===== config.mk =====
export PLATFORM = sky130hd
export DESIGN_NAME = slice_cfg_loader
export DESIGN_NICKNAME = d
export VERILOG_FILES = /design/src/rtl/slice_cfg_loader.sv
export SDC_FILE = /design/constraint.sdc
export NUM_CORES = 1
export LEC_CHECK = 0
export ABC_AREA = 1
export ABC_CLOCK_PERIOD_IN_PS = 1290
export BUFFER_PORTS_ARGS = -buffer_cell sky130_fd_sc_hd__buf_2
export CORE_UTILIZATION = 50
export CTS_BUF_LIST = sky130_fd_sc_hd__clkbuf_2
export CTS_CLUSTER_SIZE = 28
export DETAILED_ROUTE_END_ITERATION = 6
export PLACE_DENSITY = 0.75
export SLEW_MARGIN = 20
export SYNTH_ARGS = -nofsm -noshare
export SYNTH_HDL_FRONTEND = slang
export SYNTH_SLANG_ARGS = --single-unit

===== constraint.sdc =====
create_clock -name cclk -period 1.29 [get_ports cclk]
set_input_delay 0.129 -clock cclk [delete_from_list [all_inputs] [get_ports cclk]]
set_output_delay 0.129 -clock cclk [all_outputs]
set_load 0.02 [all_outputs]

===== src/rtl/slice_cfg_loader.sv =====
// slice_cfg_loader: serializes config-bus words into CHAIN_W-bit beats for one slice's config chain.
//   cclk/rst_n            : config clock, asynchronous active-low reset
//   start/abort           : begin a frame (IDLE only) / cancel from any state
//   s_data/s_valid/s_ready: bitstream word stream, LSB shifted out first
//   cfg_data/cen          : beat to the slice, valid while cen is high
//   busy/done/beat_idx    : not-IDLE flag, end-of-frame pulse, beats issued in this frame
module slice_cfg_loader #(
  parameter int WORD_W = 32,
  parameter int CHAIN_W = 8,
  parameter int FRAME_BITS = 139,
  localparam int BEATS = (FRAME_BITS + CHAIN_W - 1) / CHAIN_W,
  localparam int BI_W = $clog2(BEATS + 1)
) (
  input  logic               cclk,
  input  logic               rst_n,
  input  logic               start,
  input  logic               abort,
  input  logic [WORD_W-1:0]  s_data,
  input  logic               s_valid,
  output logic               s_ready,
  output logic [CHAIN_W-1:0] cfg_data,
  output logic               cen,
  output logic               busy,
  output logic               done,
  output logic [BI_W-1:0]    beat_idx
);
  localparam int RATIO = WORD_W / CHAIN_W;
  localparam int SUB_W = RATIO > 1 ? $clog2(RATIO) : 1;
  typedef enum logic [1:0] {IDLE, LOAD, SHIFT, DONE} state_t;
  state_t state_q, state_d;
  logic [WORD_W-1:0] sreg_q, sreg_d;
  logic [SUB_W-1:0] sub_q, sub_d;
  logic [BI_W-1:0] beat_q, beat_d;
  logic s_ready_q, s_ready_d, cen_q, cen_d, busy_q, busy_d, done_q, done_d;
  always_comb begin
    state_d = state_q;
    sreg_d = sreg_q;
    sub_d = sub_q;
    beat_d = beat_q;
    case (state_q)
      IDLE: if (start) begin
        state_d = LOAD;
        beat_d = '0;
      end
      LOAD: if (s_valid) begin
        sreg_d = s_data;
        sub_d = '0;
        state_d = SHIFT;
      end
      SHIFT: begin
        sreg_d = sreg_q >> CHAIN_W;
        sub_d = sub_q + SUB_W'(1);
        beat_d = beat_q + BI_W'(1);
        // the last beat of the frame ends it even mid-word; leftover word bits are dropped
        state_d = beat_q == BI_W'(BEATS - 1) ? DONE : sub_q == SUB_W'(RATIO - 1) ? LOAD : SHIFT;
      end
      default: state_d = IDLE;
    endcase
    if (abort) begin
      state_d = IDLE;
      beat_d = '0;
    end
    // flags are registered from the next state so nothing combinational reaches cen from s_valid
    s_ready_d = state_d == LOAD;
    cen_d = state_d == SHIFT;
    busy_d = state_d != IDLE;
    done_d = state_d == DONE;
  end
  always_ff @(posedge cclk or negedge rst_n)
    if (!rst_n) begin
      state_q <= IDLE;
      sreg_q <= '0;
      sub_q <= '0;
      beat_q <= '0;
      s_ready_q <= 1'b0;
      cen_q <= 1'b0;
      busy_q <= 1'b0;
      done_q <= 1'b0;
    end else begin
      state_q <= state_d;
      sreg_q <= sreg_d;
      sub_q <= sub_d;
      beat_q <= beat_d;
      s_ready_q <= s_ready_d;
      cen_q <= cen_d;
      busy_q <= busy_d;
      done_q <= done_d;
    end
  // bits whose frame position lies past FRAME_BITS are padding and go out as zero
  always_comb
    for (int i = 0; i < CHAIN_W; i++)
      cfg_data[i] = cen_q && sreg_q[i] && (int'(beat_q) * CHAIN_W + i < FRAME_BITS);
  assign s_ready = s_ready_q;
  assign cen = cen_q;
  assign busy = busy_q;
  assign done = done_q;
  assign beat_idx = beat_q;
endmodule


# ---- Word-level counts from Yosys, hierarchy flattened
# Cells that the tools add are included.
dict set report totals {
  ff_bits 45
}
dict set report classes {
  add_sub_neg 9
  n_lt_le_gt_ge 8
  eq_ne 9
  mux 13
  reduce_logical 22
}
# cell n
set op_table {}
lappend op_table {{32-bit case mux with 2 select lines} 1}
lappend op_table {{9-bit by 8-bit < comparator with 1-bit output, second input constant} 7}
lappend op_table {{8-bit by 3-bit adder with 9-bit output, second input constant} 4}
lappend op_table {{32-bit two-way mux} 1}
lappend op_table {{8-bit by 2-bit adder with 9-bit output, second input constant} 2}
lappend op_table {{1-bit logical AND} 16}
lappend op_table {{2-bit two-way mux} 6}
lappend op_table {{5-bit two-way mux} 2}
lappend op_table {{5-bit case mux with 2 select lines} 1}
lappend op_table {{8-bit by 1-bit adder with 9-bit output, second input constant} 1}
lappend op_table {{2-bit equality test, second input constant} 4}
lappend op_table {{8-bit < comparator, second input constant} 1}
lappend op_table {{2-bit case mux with 3 select lines} 1}
lappend op_table {{5-bit by 1-bit adder with 5-bit output, second input constant} 1}
lappend op_table {{5-bit equality test, second input constant} 1}
lappend op_table {{2-bit by 1-bit equality test with 1-bit output, second input constant} 2}
lappend op_table {{2-bit case mux with 2 select lines} 1}
lappend op_table {{2-bit AND reduction} 2}
lappend op_table {{2-bit nonzero test} 2}
lappend op_table {{3-bit inequality test, second input constant} 1}
lappend op_table {{3-bit nonzero test} 1}
lappend op_table {{2-bit by 1-bit adder with 2-bit output, second input constant} 1}
lappend op_table {{2-bit logical NOT} 1}
lappend op_table {{2-bit inequality test, second input constant} 1}

# ---- Logic depth before layout (Yosys ltp)
# Gate-level depths: netlist (run 1).
dict set report depth {
  word_depth 6
  mapped_depth 10
  mapped_depth_nobuf 10
}

# ---- Least setup slack after synthesis (run 1)
# No wires, ideal clock.
dict set report synth_path {
  path_type {register to register}
  startpoint {reg beat_q[1] (netlist: beat_idx[1])}
  endpoint {reg busy_q (netlist: busy)}
  arrival_time_ns 1.246
  required_ns 1.168
  path_slack_ns -0.078
  stages_incl_launch_ff 11
  period_less_slack_ns 1.368
  cell_sequence {dfrtp_1 > inv_1 > ha_1 > nand2_1 > inv_1 > nand2_1 > nand2_1 > nand2_1 > nand2_1 > nand2_1 > nand2_1}
}
dict set report synth_via {
  elab_chain_len 5
}
# item line
set synth_lines {}
lappend synth_lines {{from (decl)} 33} ;# logic [BI_W-1:0] beat_q, beat_d;
lappend synth_lines {{from (signal assigned)} 83} ;# beat_q <= beat_d;
lappend synth_lines {{5-bit equality test} 55} ;# state_d = beat_q == BI_W'(BEATS - 1) ? DONE : sub_q == SUB_W'(RATIO - 1) ? LOAD : SHIFT;
lappend synth_lines {{2-bit two-way mux} 55}
lappend synth_lines {{2-bit case mux with 3 select lines} 40} ;# case (state_q)
lappend synth_lines {{2-bit two-way mux} 59} ;# if (abort) begin
lappend synth_lines {{2-bit nonzero test} 66} ;# busy_d = state_d != IDLE;
lappend synth_lines {{named net busy_d} 34} ;# logic s_ready_q, s_ready_d, cen_q, cen_d, busy_q, busy_d, done_q, done_d;
lappend synth_lines {{to (signal assigned)} 86} ;# busy_q <= busy_d;
lappend synth_lines {{to (decl)} 34}
# The timed path passes the listed nets, and every way through them passes these cells.
# A chain may end at the register's enable or synchronous reset.

# ---- Worst setup path in the final report (run 1)
dict set report layout_path {
  startpoint {reg beat_q[2] (netlist: beat_idx[2])}
  endpoint {out cfg_data[4]}
}
dict set report layout_via {
  elab_chain_len 3
}
# item line
set layout_lines {}
lappend layout_lines {{8-bit by 3-bit adder with 9-bit output} 92} ;# cfg_data[i] = cen_q && sreg_q[i] && (int'(beat_q) * CHAIN_W + i < FRAME_BITS);
lappend layout_lines {{9-bit by 8-bit < comparator with 1-bit output} 92}
lappend layout_lines {{1-bit logical AND} 92}
lappend layout_lines {{to (decl)} 21} ;# output logic [CHAIN_W-1:0] cfg_data,
# No other way between the ends.

==> results of run 1 <==
[registers in the layout (all words and copies together) (netlist names)]
register  flops
cen           1
s_ready       1
sreg_q       32
busy          1
beat_idx      5
sub_q         2
state_q       2
done          1
[synthesized netlist by cell type]
master                     number  area (sq um)
sky130_fd_sc_hd__nand2_4        2          22.5
sky130_fd_sc_hd__o21ai_2        3          26.3
sky130_fd_sc_hd__nor3_1         1          5.00
sky130_fd_sc_hd__nand3_1        4          20.0
sky130_fd_sc_hd__nand3_4        1          17.5
sky130_fd_sc_hd__buf_6          3          33.8
sky130_fd_sc_hd__buf_2          2          10.0
sky130_fd_sc_hd__nand4_1        3          18.8
sky130_fd_sc_hd__o22ai_1        1          6.26
sky130_fd_sc_hd__nor2_1        13          48.8
sky130_fd_sc_hd__or2_2          1          6.26
sky130_fd_sc_hd__buf_4          2          15.0
sky130_fd_sc_hd__clkbuf_2       2          10.0
sky130_fd_sc_hd__inv_1         43           161
sky130_fd_sc_hd__clkbuf_1       2          7.51
sky130_fd_sc_hd__nand3_2        1          10.0
sky130_fd_sc_hd__o21ai_0       51           255
sky130_fd_sc_hd__a21oi_2        1          8.76
sky130_fd_sc_hd__o21ai_1        9          45.0
sky130_fd_sc_hd__dfrtp_1       45          1130
sky130_fd_sc_hd__xor2_1         1          8.76
sky130_fd_sc_hd__ha_1           4          50.1
sky130_fd_sc_hd__nand2_1       75           282
sky130_fd_sc_hd__inv_2          3          11.3
sky130_fd_sc_hd__a21oi_1        2          10.0
[through the flow]
step	cell area [sq um]	power (mW)
6_report	3130	3.98
5_1_grt	3130	4.30
4_1_cts	2900	3.84
3_5_place_dp	2610	3.03
3_3_place_gp	2610	2.98
2_1_floorplan	2220	2.70
[critical path: cells and delay by family, from the launching register on]
family / cells / cell delay (ps)
buffers and inverters: 1 / 120
DFF: 1 / 480
and+or+nand+nor: 5 / 520
[routing by layer]
layer	GRT usage, %	vias to the layer above	wire length (microns)
met4	9.64	0	101
met2	39.5	54	2640
met5	0	-	0
met3	4.11	9	241
met1	33.6	938	2500
li1	-	1032	-
[power by group through the flow]
stage	logic (mW)	clock network (mW)	registers, mW
after floorplan	0.703	0	1.99
after global placement	0.985	0	1.99
after detailed placement	1.02	0	2.01
after CTS	1.08	0.782	1.97
after global routing	1.41	0.847	2.04
final	1.23	0.765	1.98
[what timing repair did]
| item | 4_1_cts | 5_1_grt |
|---|---|---|
| gates resized for setup | 24 | 49 |
| hold endpoints to repair | 56 | 1 |
| cloned | 0 | 1 |
| hold buffers | 12 | 1 |
| setup endpoints to repair | 20 | 39 |
| pin swaps | 2 | 6 |
| setup buffers | 6 | 6 |
[cell families after synthesis]
| kind of cell | Yosys count | synth area share (%) |
|---|---|---|
| compound gates | 67 | 15.9 |
| xor+xnor | 1 | 0.395 |
| fa+ha+maj | 4 | 2.26 |
| buf+inv | 57 | 11.2 |
| flops | 45 | 50.8 |
| simple gates | 101 | 19.4 |
[worst paths after layout]
path                              from     endpoint  slack [ps]  cells past startpoint
setup / recovery           beat_idx[2]  cfg_data[4]        -370                      6
hold / removal               s_data[3]    sreg_q[3]          20                      5
setup reg to reg           beat_idx[1]         busy        -110                     11
hold reg to reg               sub_q[0]     sub_q[0]         510                      1
max in group asynchronous        rst_n  beat_idx[1]         660                      3
min in group asynchronous        rst_n    sreg_q[5]         130                      2
[layout make-up]
| class | count | area, sq um |
|---|---|---|
| clock inverter | 2 | 33.8 |
| multi-input combinational | 173 | 985 |
| tap | 50 | 62.6 |
| clock buffer | 6 | 30.0 |
| timing repair buffer | 90 | 711 |
| sequential | 45 | 1130 |
| fill | 285 | 986 |
| inverter | 46 | 176 |
==> run metrics, run 1 <==
actual transition at the worst max-transition pin 399 ps; CTS H-tree lvls 2; Syn Area/Cell 8.06 sq um; total congestion overflow after global routing 0; Final setup viols 18; Combinational Power Share 30.9%; count of nets after finishing 402; Post-Synthesis Cells 275; Worst Hold Margin 16.2 ps; CTS tree done; area of the die 4700 sq um; Static Leak 1.59 nW; overall fraction of global-route tracks in use around 25%; largest stage delay on the critical path 480 ps; net switching share of the total power 32.9%; diode insertion count for antenna repair 0; via-per-instance ratio 4.93; HPWL Detailed 3.41 mm; commonest non-fill, non-tap cell in the layout sky130_fd_sc_hd__nand2_1; final-report hold violation count 0; critical path endpoint category primary output; number of optimization iterations in the first detailed-route pass 4; cell total after placement 379; setup repair after global routing missed its margin true; final critical-path share of the clock period 128%; library cell contributing the largest single delay on the critical path sky130_fd_sc_hd__dfrtp_1; worst setup timing slack at the placement stage -28.9 ps; cell at the root of the clock tree sky130_fd_sc_hd__clkbuf_2; failing checks setup timing; DRC 0; wire length of the first global-routing pass 8.40 mm; switching power summed over all nets 1.31 mW; average routed wire per standard cell 13.3 microns; Final Max Slew Viols 0; Mapped Area 2220 sq um; via count between 2000 and 2500; maximum buffer depth of the clock tree 2; Non-Filler Instances 412; outcome complete, but fails checks; data required time of the worst path 1160 ps; cell-by-cell listing of the critical path nor2_2, nand2_4, nand2_4, nand2_8, nor2_4, buf_6; total power density per cell area between 1000 and 1500 nW/um^2; Max Clock Freq 604 MHz; number of ports placed on the die boundary 54; final RePlAce weighted congestion between 0.8 and 0.9; largest fanout on the critical path 5; Inserted Clock Buffers 5; Max-slew headroom 73.4%; maximum number of pins on one net before global-route repair 36; Core Footprint between 4000 and 5000 sq um; Initial Utilization between 50 and 60%; number of antenna violations at the first check in global routing 0; Worst Slack Setup Final -367 ps; type of the worst min-delay path in -> reg; Ys Warns 0; flip-flop and latch count after synthesis 45; Sequential Power Share between 40% and 50%; post-synthesis cell type count 25; placement row count 23; Iter 0 DRT Violations approximately 160; total number of clock tree sinks 45; count of buffers inserted at the top-level ports 53; Clock Power Share 19.2%; Top cell by count, worst path sky130_fd_sc_hd__nand2_4; share of cells above drive strength 1 34.0%; clock latency of the later-clocked register in the worst-skew pair 420 ps; clock period minus final worst setup slack 1660 ps; largest vdd supply drop 0.000739 V; worst clock skew ~14 ps; via count of the first global-routing pass around 1900; count of antenna-violating nets left after detailed routing 0; number of max-capacitance violations reported 0; total routed wirelength 5.48 mm; fraction of the yosys area taken by sequential cells approximately half; Internal Pwr Total 2.67 mW; top library cells by usage in the layout, fill and taps aside 69 x sky130_fd_sc_hd__nand2_1, 41 x sky130_fd_sc_hd__dfrtp_1, 41 x sky130_fd_sc_hd__buf_2, 40 x sky130_fd_sc_hd__inv_1, 38 x sky130_fd_sc_hd__o21ai_0; Die Ht 68.6 microns; critical path type reg -> out; Area Growth Syn to Fin 41.2%; setup TNS after final layout -3540 ps; Post-Route Utilization 76.0%; width of the die about 69 microns; clock transition at the register clock pins on the worst setup and hold paths after CTS 210 ps; signal arrival time at the worst endpoint about 1500 ps; Mapped Nets 316; Worst Setup Start Kind register
Power figures use the tool's default switching activity.
==> inputs of run 2 (changes only) <==
--- a/config.mk
+++ b/config.mk
@@ -8,11 +8,11 @@
 export ABC_AREA = 1
 export ABC_CLOCK_PERIOD_IN_PS = 1290
 export BUFFER_PORTS_ARGS = -buffer_cell sky130_fd_sc_hd__buf_2
-export CORE_UTILIZATION = 50
+export CORE_UTILIZATION = 45
 export CTS_BUF_LIST = sky130_fd_sc_hd__clkbuf_2
 export CTS_CLUSTER_SIZE = 28
 export DETAILED_ROUTE_END_ITERATION = 6
-export PLACE_DENSITY = 0.75
+export PLACE_DENSITY = 0.69
 export SLEW_MARGIN = 20
 export SYNTH_ARGS = -nofsm -noshare
 export SYNTH_HDL_FRONTEND = slang
==> run 2 against run 1 <==
Effect of this change: the run still ends with setup timing left; largest cell class unchanged; combinational power decreased by 6%; critical path type unchanged; highest routed layer unchanged; critical path depth increased by 1; final cell count up 4.1%.
==> run metrics, run 2 (synthesis gave the netlist of run 1 again) <==
combined area of the multi-input logic cells 896 sq um; via count of the first global-routing pass 1908; type of the worst min-delay path in -> reg; CTS tree done; count of nets after finishing 402; worst clock skew 10.0 ps; placement row count 25; total number of clock tree sinks 45; total power density per cell area approximately 1300 nW/um^2; setup TNS after final layout -3780 ps; met3 GRT Util 3.33%; Register Area between 1000 and 1500 sq um; signal arrival time at the worst endpoint 1560 ps; max reg flops 32; critical path endpoint category primary output; count of antenna-violating nets left after detailed routing 0; actual transition at the worst max-transition pin 364 ps; Iter 0 DRT Violations 122; cell at the root of the clock tree sky130_fd_sc_hd__clkbuf_2; Top cell by count, worst path sky130_fd_sc_hd__nand2_1; largest fanout on the critical path 5; via-per-instance ratio 4.64; number of ports placed on the die boundary 54; overall fraction of global-route tracks in use 20.8%; library cell contributing the largest single delay on the critical path sky130_fd_sc_hd__dfrtp_2; maximum number of pins on one net before global-route repair 35; cell-by-cell listing of the critical path inv_2, ha_4, nand2_1, nand2_1, nand2_2, nor2_2, buf_6; total design power between 3 and 4 mW; critical path type reg -> out; number of optimization iterations in the first detailed-route pass 4; count of buffers inserted at the top-level ports 53; Critical path buffers and inverters 2; via count 1991; Max Clock Freq 593 MHz; commonest non-fill, non-tap cell in the layout sky130_fd_sc_hd__nand2_1; number of antenna violations at the first check in global routing 0; Max-slew headroom 75.8%; Inserted Clock Buffers 5; Global Route met1 Usage 28.4%; register with the most flip-flops sreg_q; GR Layer Usage met2 33.3%; Final Max Slew Viols 0; data required time of the worst path 1160 ps; width of the die 72.2 microns; layer with the highest usage met2; final-report hold violation count 0; total routed wirelength 5.14 mm; Final setup viols 17; setup repair after global routing missed its margin true; number of max-capacitance violations reported 0; area of the die 5210 sq um; largest vdd supply drop 0.000729 V; Die Ht about 72 microns; final RePlAce weighted congestion 0.830; Worst Slack Setup Final -395 ps; failing checks setup timing; clock latency of the later-clocked register in the worst-skew pair 410 ps; clock period minus final worst setup slack approximately 1700 ps; HPWL Detailed 3.28 mm; share of cells above drive strength 1 29.8%; wire length of the first global-routing pass around 8.3 mm; top library cells by usage in the layout, fill and taps aside 73 x sky130_fd_sc_hd__nand2_1, 43 x sky130_fd_sc_hd__dfrtp_1, 41 x sky130_fd_sc_hd__buf_2, 40 x sky130_fd_sc_hd__inv_1, 40 x sky130_fd_sc_hd__o21ai_0; Static Leak between 1.5 and 2 nW; clock transition at the register clock pins on the worst setup and hold paths after CTS 220 ps; CP top delay family flip-flops; Area Growth Syn to Fin 38.7%; largest stage delay on the critical path 460 ps; Initial Utilization 46.9%; total congestion overflow after global routing 0; Core Footprint 4720 sq um; final critical-path share of the clock period 131%; Worst Setup Start Kind register; number of fill cells in the layout 392; maximum buffer depth of the clock tree 2; diode insertion count for antenna repair 0; outcome complete, but fails checks; average routed wire per standard cell ~12 microns; DRC 0; CTS H-tree lvls 2
-- run 2: changes by cell type in the layout (fill, tap and decap cells not counted), sizes merged --
cell / before / now
clkinvlp: 1 / 2
dlygate4sd3: 13 / 12
-- run 2: cell type report --
type	instances	area share (%)
tap	67	2.73
clock inverter	3	1.34
sequential	45	36.7
multi-input combinational	173	29.2
inverter	46	5.74
clock buffer	5	0.814
timing repair buffer	90	23.5
-- run 2: per-stage QoR --
| stage | hold WS, ps | setup slack (ps) | std cells | utilization (%) | area, sq um |
|---|---|---|---|---|---|
| finish | 14.9 | -395 | 429 | 65.1 | 3070 |
| global route | 6.19 | -486 | 429 | 65.1 | 3070 |
| CTS | 2.82 | -397 | 421 | 61.7 | 2910 |
| detailed placement | 62.1 | -30.8 | 398 | 56.0 | 2650 |
| global placement | 59.4 | 35.0 | 398 | 56.0 | 2650 |
| floorplan | -167 | -57.8 | 275 | - | 2220 |
-- run 2: routing by layer --
metal	up-vias	share of wire, %
met5	-	0
met4	0	1.5
met3	7	3.9
met2	48	46
met1	901	48
li1	1035	-
-- run 2: final timing paths --
check                             from          end  slack (ps)  depth (start not counted)
min reg2reg                   sub_q[0]     sub_q[0]         510                          1
min                          s_data[3]    sreg_q[3]          10                          5
max reg2reg                beat_idx[0]         done        -110                         10
max in group asynchronous        rst_n   state_q[1]         700                          3
max                        beat_idx[1]  cfg_data[7]        -400                          7
min in group asynchronous        rst_n   sreg_q[24]         110                          2
-- run 2: repair_timing --
item                                   in CTS  in global routing
gates resized for setup                    23                 24
cloned                                      0                  2
endpoints found under the hold margin      56                  0
setup buffers                               3                  8
hold buffers                               12                  0
setup endpoints to repair                  16                 38
pin swaps                                   0                  3
-- run 2: power by group --
| group | internal [mW] | leakage (nW) | switching [mW] |
|---|---|---|---|
| Sequential | 1.84 | 0.572 | 0.131 |
| Clock | 0.320 | 0.0366 | 0.458 |
| Combinational | 0.483 | 0.965 | 0.673 |
-- run 2: worst register-to-register path, cell delays in order (launching register included) --
cell                      delay, ps
sky130_fd_sc_hd__dfrtp_1        450
sky130_fd_sc_hd__buf_6          140
sky130_fd_sc_hd__ha_1           180
sky130_fd_sc_hd__nand2_1         60
sky130_fd_sc_hd__inv_1           30
sky130_fd_sc_hd__nand2_1        120
sky130_fd_sc_hd__nand2_1         70
sky130_fd_sc_hd__nand2_1         60
sky130_fd_sc_hd__nand2_1         80
sky130_fd_sc_hd__nand2_2         90
sky130_fd_sc_hd__nor2_1          50
==> inputs of run 3 (changes only) <==
--- a/config.mk
+++ b/config.mk
@@ -12,6 +12,7 @@
 export CTS_BUF_LIST = sky130_fd_sc_hd__clkbuf_2
 export CTS_CLUSTER_SIZE = 28
 export DETAILED_ROUTE_END_ITERATION = 6
+export HOLD_SLACK_MARGIN = 0.08
 export PLACE_DENSITY = 0.69
 export SLEW_MARGIN = 20
 export SYNTH_ARGS = -nofsm -noshare
==> run 3 against run 2 <==
Effect of this change: the flow still finishes with violations (setup timing); worst hold slack improved by 64 ps; critical path depth unchanged; clock power increased by 2.8%; sequential share of layout area decreased by 5.4 points; register-to-register slack improved by 20 ps; wire length increased by 29%; combinational power increased by 34%; worst setup slack got worse by 34 ps; sequential power about the same; clock skew increased by 23 ps; count of clock-buffer cells in the layout unchanged; core utilization increased by 11 points; largest cell class unchanged; largest power group unchanged; highest routed layer unchanged.
==> run metrics, run 3 (synthesis gave the netlist of run 1 again) <==
Final setup viols 25; share of cells above drive strength 1 35.4%; HPWL Detailed 3.28 mm; Max Clock Freq 582 MHz; actual transition at the worst max-transition pin 375 ps; CTS H-tree lvls 2; register with the most flip-flops sreg_q; overall fraction of global-route tracks in use 23.0%; total power density per cell area 1200 nW/um^2; number of ports placed on the die boundary 54; post-route design area approximately 3600 sq um; final RePlAce weighted congestion 0.830; number of optimization iterations in the first detailed-route pass 4; Iter 0 DRT Violations 107; Non-Filler Instances roughly 460; DRC 0; failing checks setup timing; Area Growth Syn to Fin 62.5%; placement row count 25; largest fanout on the critical path 5; top library cells by usage in the layout, fill and taps aside 59 x sky130_fd_sc_hd__nand2_1, 43 x sky130_fd_sc_hd__dfrtp_1, 41 x sky130_fd_sc_hd__buf_2, 40 x sky130_fd_sc_hd__inv_1, 36 x sky130_fd_sc_hd__dlygate4sd3_1; Post-Route Utilization 76.2%; clock period minus final worst setup slack 1720 ps; GR Layer Usage met2 38.4%; wire length of the first global-routing pass 9.19 mm; average routed wire per standard cell 14.3 microns; maximum number of pins on one net before global-route repair 35; data required time of the worst path 1160 ps; Die Ht 72.2 microns; number of antenna violations at the first check in global routing 0; clock latency of the later-clocked register in the worst-skew pair approximately 450 ps; total design power ~4.3 mW; total number of clock tree sinks between 40 and 50; clock transition at the register clock pins on the worst setup and hold paths after CTS between 200 and 300 ps; met3 GRT Util 3.75%; CTS tree done; area of the die 5210 sq um; via-per-instance ratio ~4.8; diode insertion count for antenna repair 0; Max-slew headroom 75.0%; largest vdd supply drop 0.000928 V; total congestion overflow after global routing 0; worst clock skew ~33 ps; critical path endpoint category primary output; width of the die 72.2 microns; maximum buffer depth of the clock tree 2; Worst Setup Start Kind register; layer with the highest usage met2; Static Leak 1.80 nW; count of nets after finishing 435; count of antenna-violating nets left after detailed routing 0; total routed wirelength 6.62 mm; final critical-path share of the clock period 133%; final-report hold violation count 0; outcome complete, but fails checks; via count 2229; setup TNS after final layout -4280 ps; Inserted Clock Buffers 5; count of buffers inserted at the top-level ports 53; Global Route met1 Usage 29.9%; signal arrival time at the worst endpoint 1590 ps; commonest non-fill, non-tap cell in the layout sky130_fd_sc_hd__nand2_1; Final Max Slew Viols 0; Core Footprint 4720 sq um; critical path type reg -> out; setup repair after global routing missed its margin true; Initial Utilization a little under half; via count of the first global-routing pass 2126; Worst Slack Setup Final -429 ps; max reg flops 32; cell total after placement between 300 and 400; type of the worst min-delay path in -> async; cell area reported after detailed placement around 2600 sq um; number of max-capacitance violations reported 0; cell at the root of the clock tree sky130_fd_sc_hd__clkbuf_2
## run 3: cell types whose count changed in the layout (fill, tap and decap cells not counted), moves of 3 or more
cell                            change
sky130_fd_sc_hd__o21ai_0           -14
sky130_fd_sc_hd__o21ai_1            +8
sky130_fd_sc_hd__nor2_1             -3
sky130_fd_sc_hd__buf_4              -3
sky130_fd_sc_hd__o21ai_2            +6
sky130_fd_sc_hd__nand2_1           -14
sky130_fd_sc_hd__nor2_4             +3
sky130_fd_sc_hd__nand2_4            +3
sky130_fd_sc_hd__buf_6              +4
sky130_fd_sc_hd__nand2_2           +12
sky130_fd_sc_hd__clkbuf_16          +5
sky130_fd_sc_hd__dlygate4sd3_1     +24
## run 3: what timing repair did
| item | CTS | global route |
|---|---|---|
| gates cloned | 0 | 10 |
| hold buffers | 36 | 0 |
| endpoints found under the hold margin | 84 | 0 |
| buffers inserted | 3 | 8 |
| gates resized for setup | 23 | 73 |
| pin swaps | 0 | 6 |
| endpoints found under the setup margin | 16 | 38 |
## run 3: cell type report
type	count	area (sq um)
inverters	46	179
clock buffers	5	25.0
multi-input cells	175	1020
fillers	317	1120
clock inverters	3	41.3
well taps	67	83.8
repair buffers	121	1120
flip-flops and latches	45	1130
## run 3: path summary, 6_finish.rpt
check / startpoint / endpoint / slack, ps / cells after the start
worst min register to register: sub_q[0] / sub_q[0] / 510 / 1
worst min-delay path: rst_n / sreg_q[30] / 80 / 2
max in group asynchronous: rst_n / beat_idx[4] / 700 / 3
min in group cclk: s_data[31] / sreg_q[31] / 390 / 4
worst max register to register: beat_idx[0] / done / -90 / 10
worst max-delay path: beat_idx[1] / cfg_data[7] / -430 / 7
## run 3: metal layers
metal / vias up / wire, microns
met5: - / 0
li1: 1107 / -
met2: 64 / 3350
met4: 0 / 118
met3: 12 / 281
met1: 1046 / 2860
## run 3: worst max-delay path: stages, from the launching register on
cell                      delay [ps]
sky130_fd_sc_hd__dfrtp_2         470
sky130_fd_sc_hd__inv_2            90
sky130_fd_sc_hd__ha_4            120
sky130_fd_sc_hd__nand2_1          40
sky130_fd_sc_hd__nand2_1          90
sky130_fd_sc_hd__nand2_2         100
sky130_fd_sc_hd__nor2_2          120
sky130_fd_sc_hd__buf_6           130
## run 3: metrics by stage
step / hold WS [ps] / worst slack (ps)
floorplan: -167 / -57.8
global placement: 59.4 / 35.0
detailed placement: 62.1 / -30.8
CTS: 102 / -397
global route: 97.7 / -510
finish: 78.7 / -429
## run 3: where the power goes
part           switching (mW)  total, mW  internal, mW
sequential              0.149       1.99          1.84
clock                   0.480      0.800         0.320
combinational           0.867       1.55         0.679
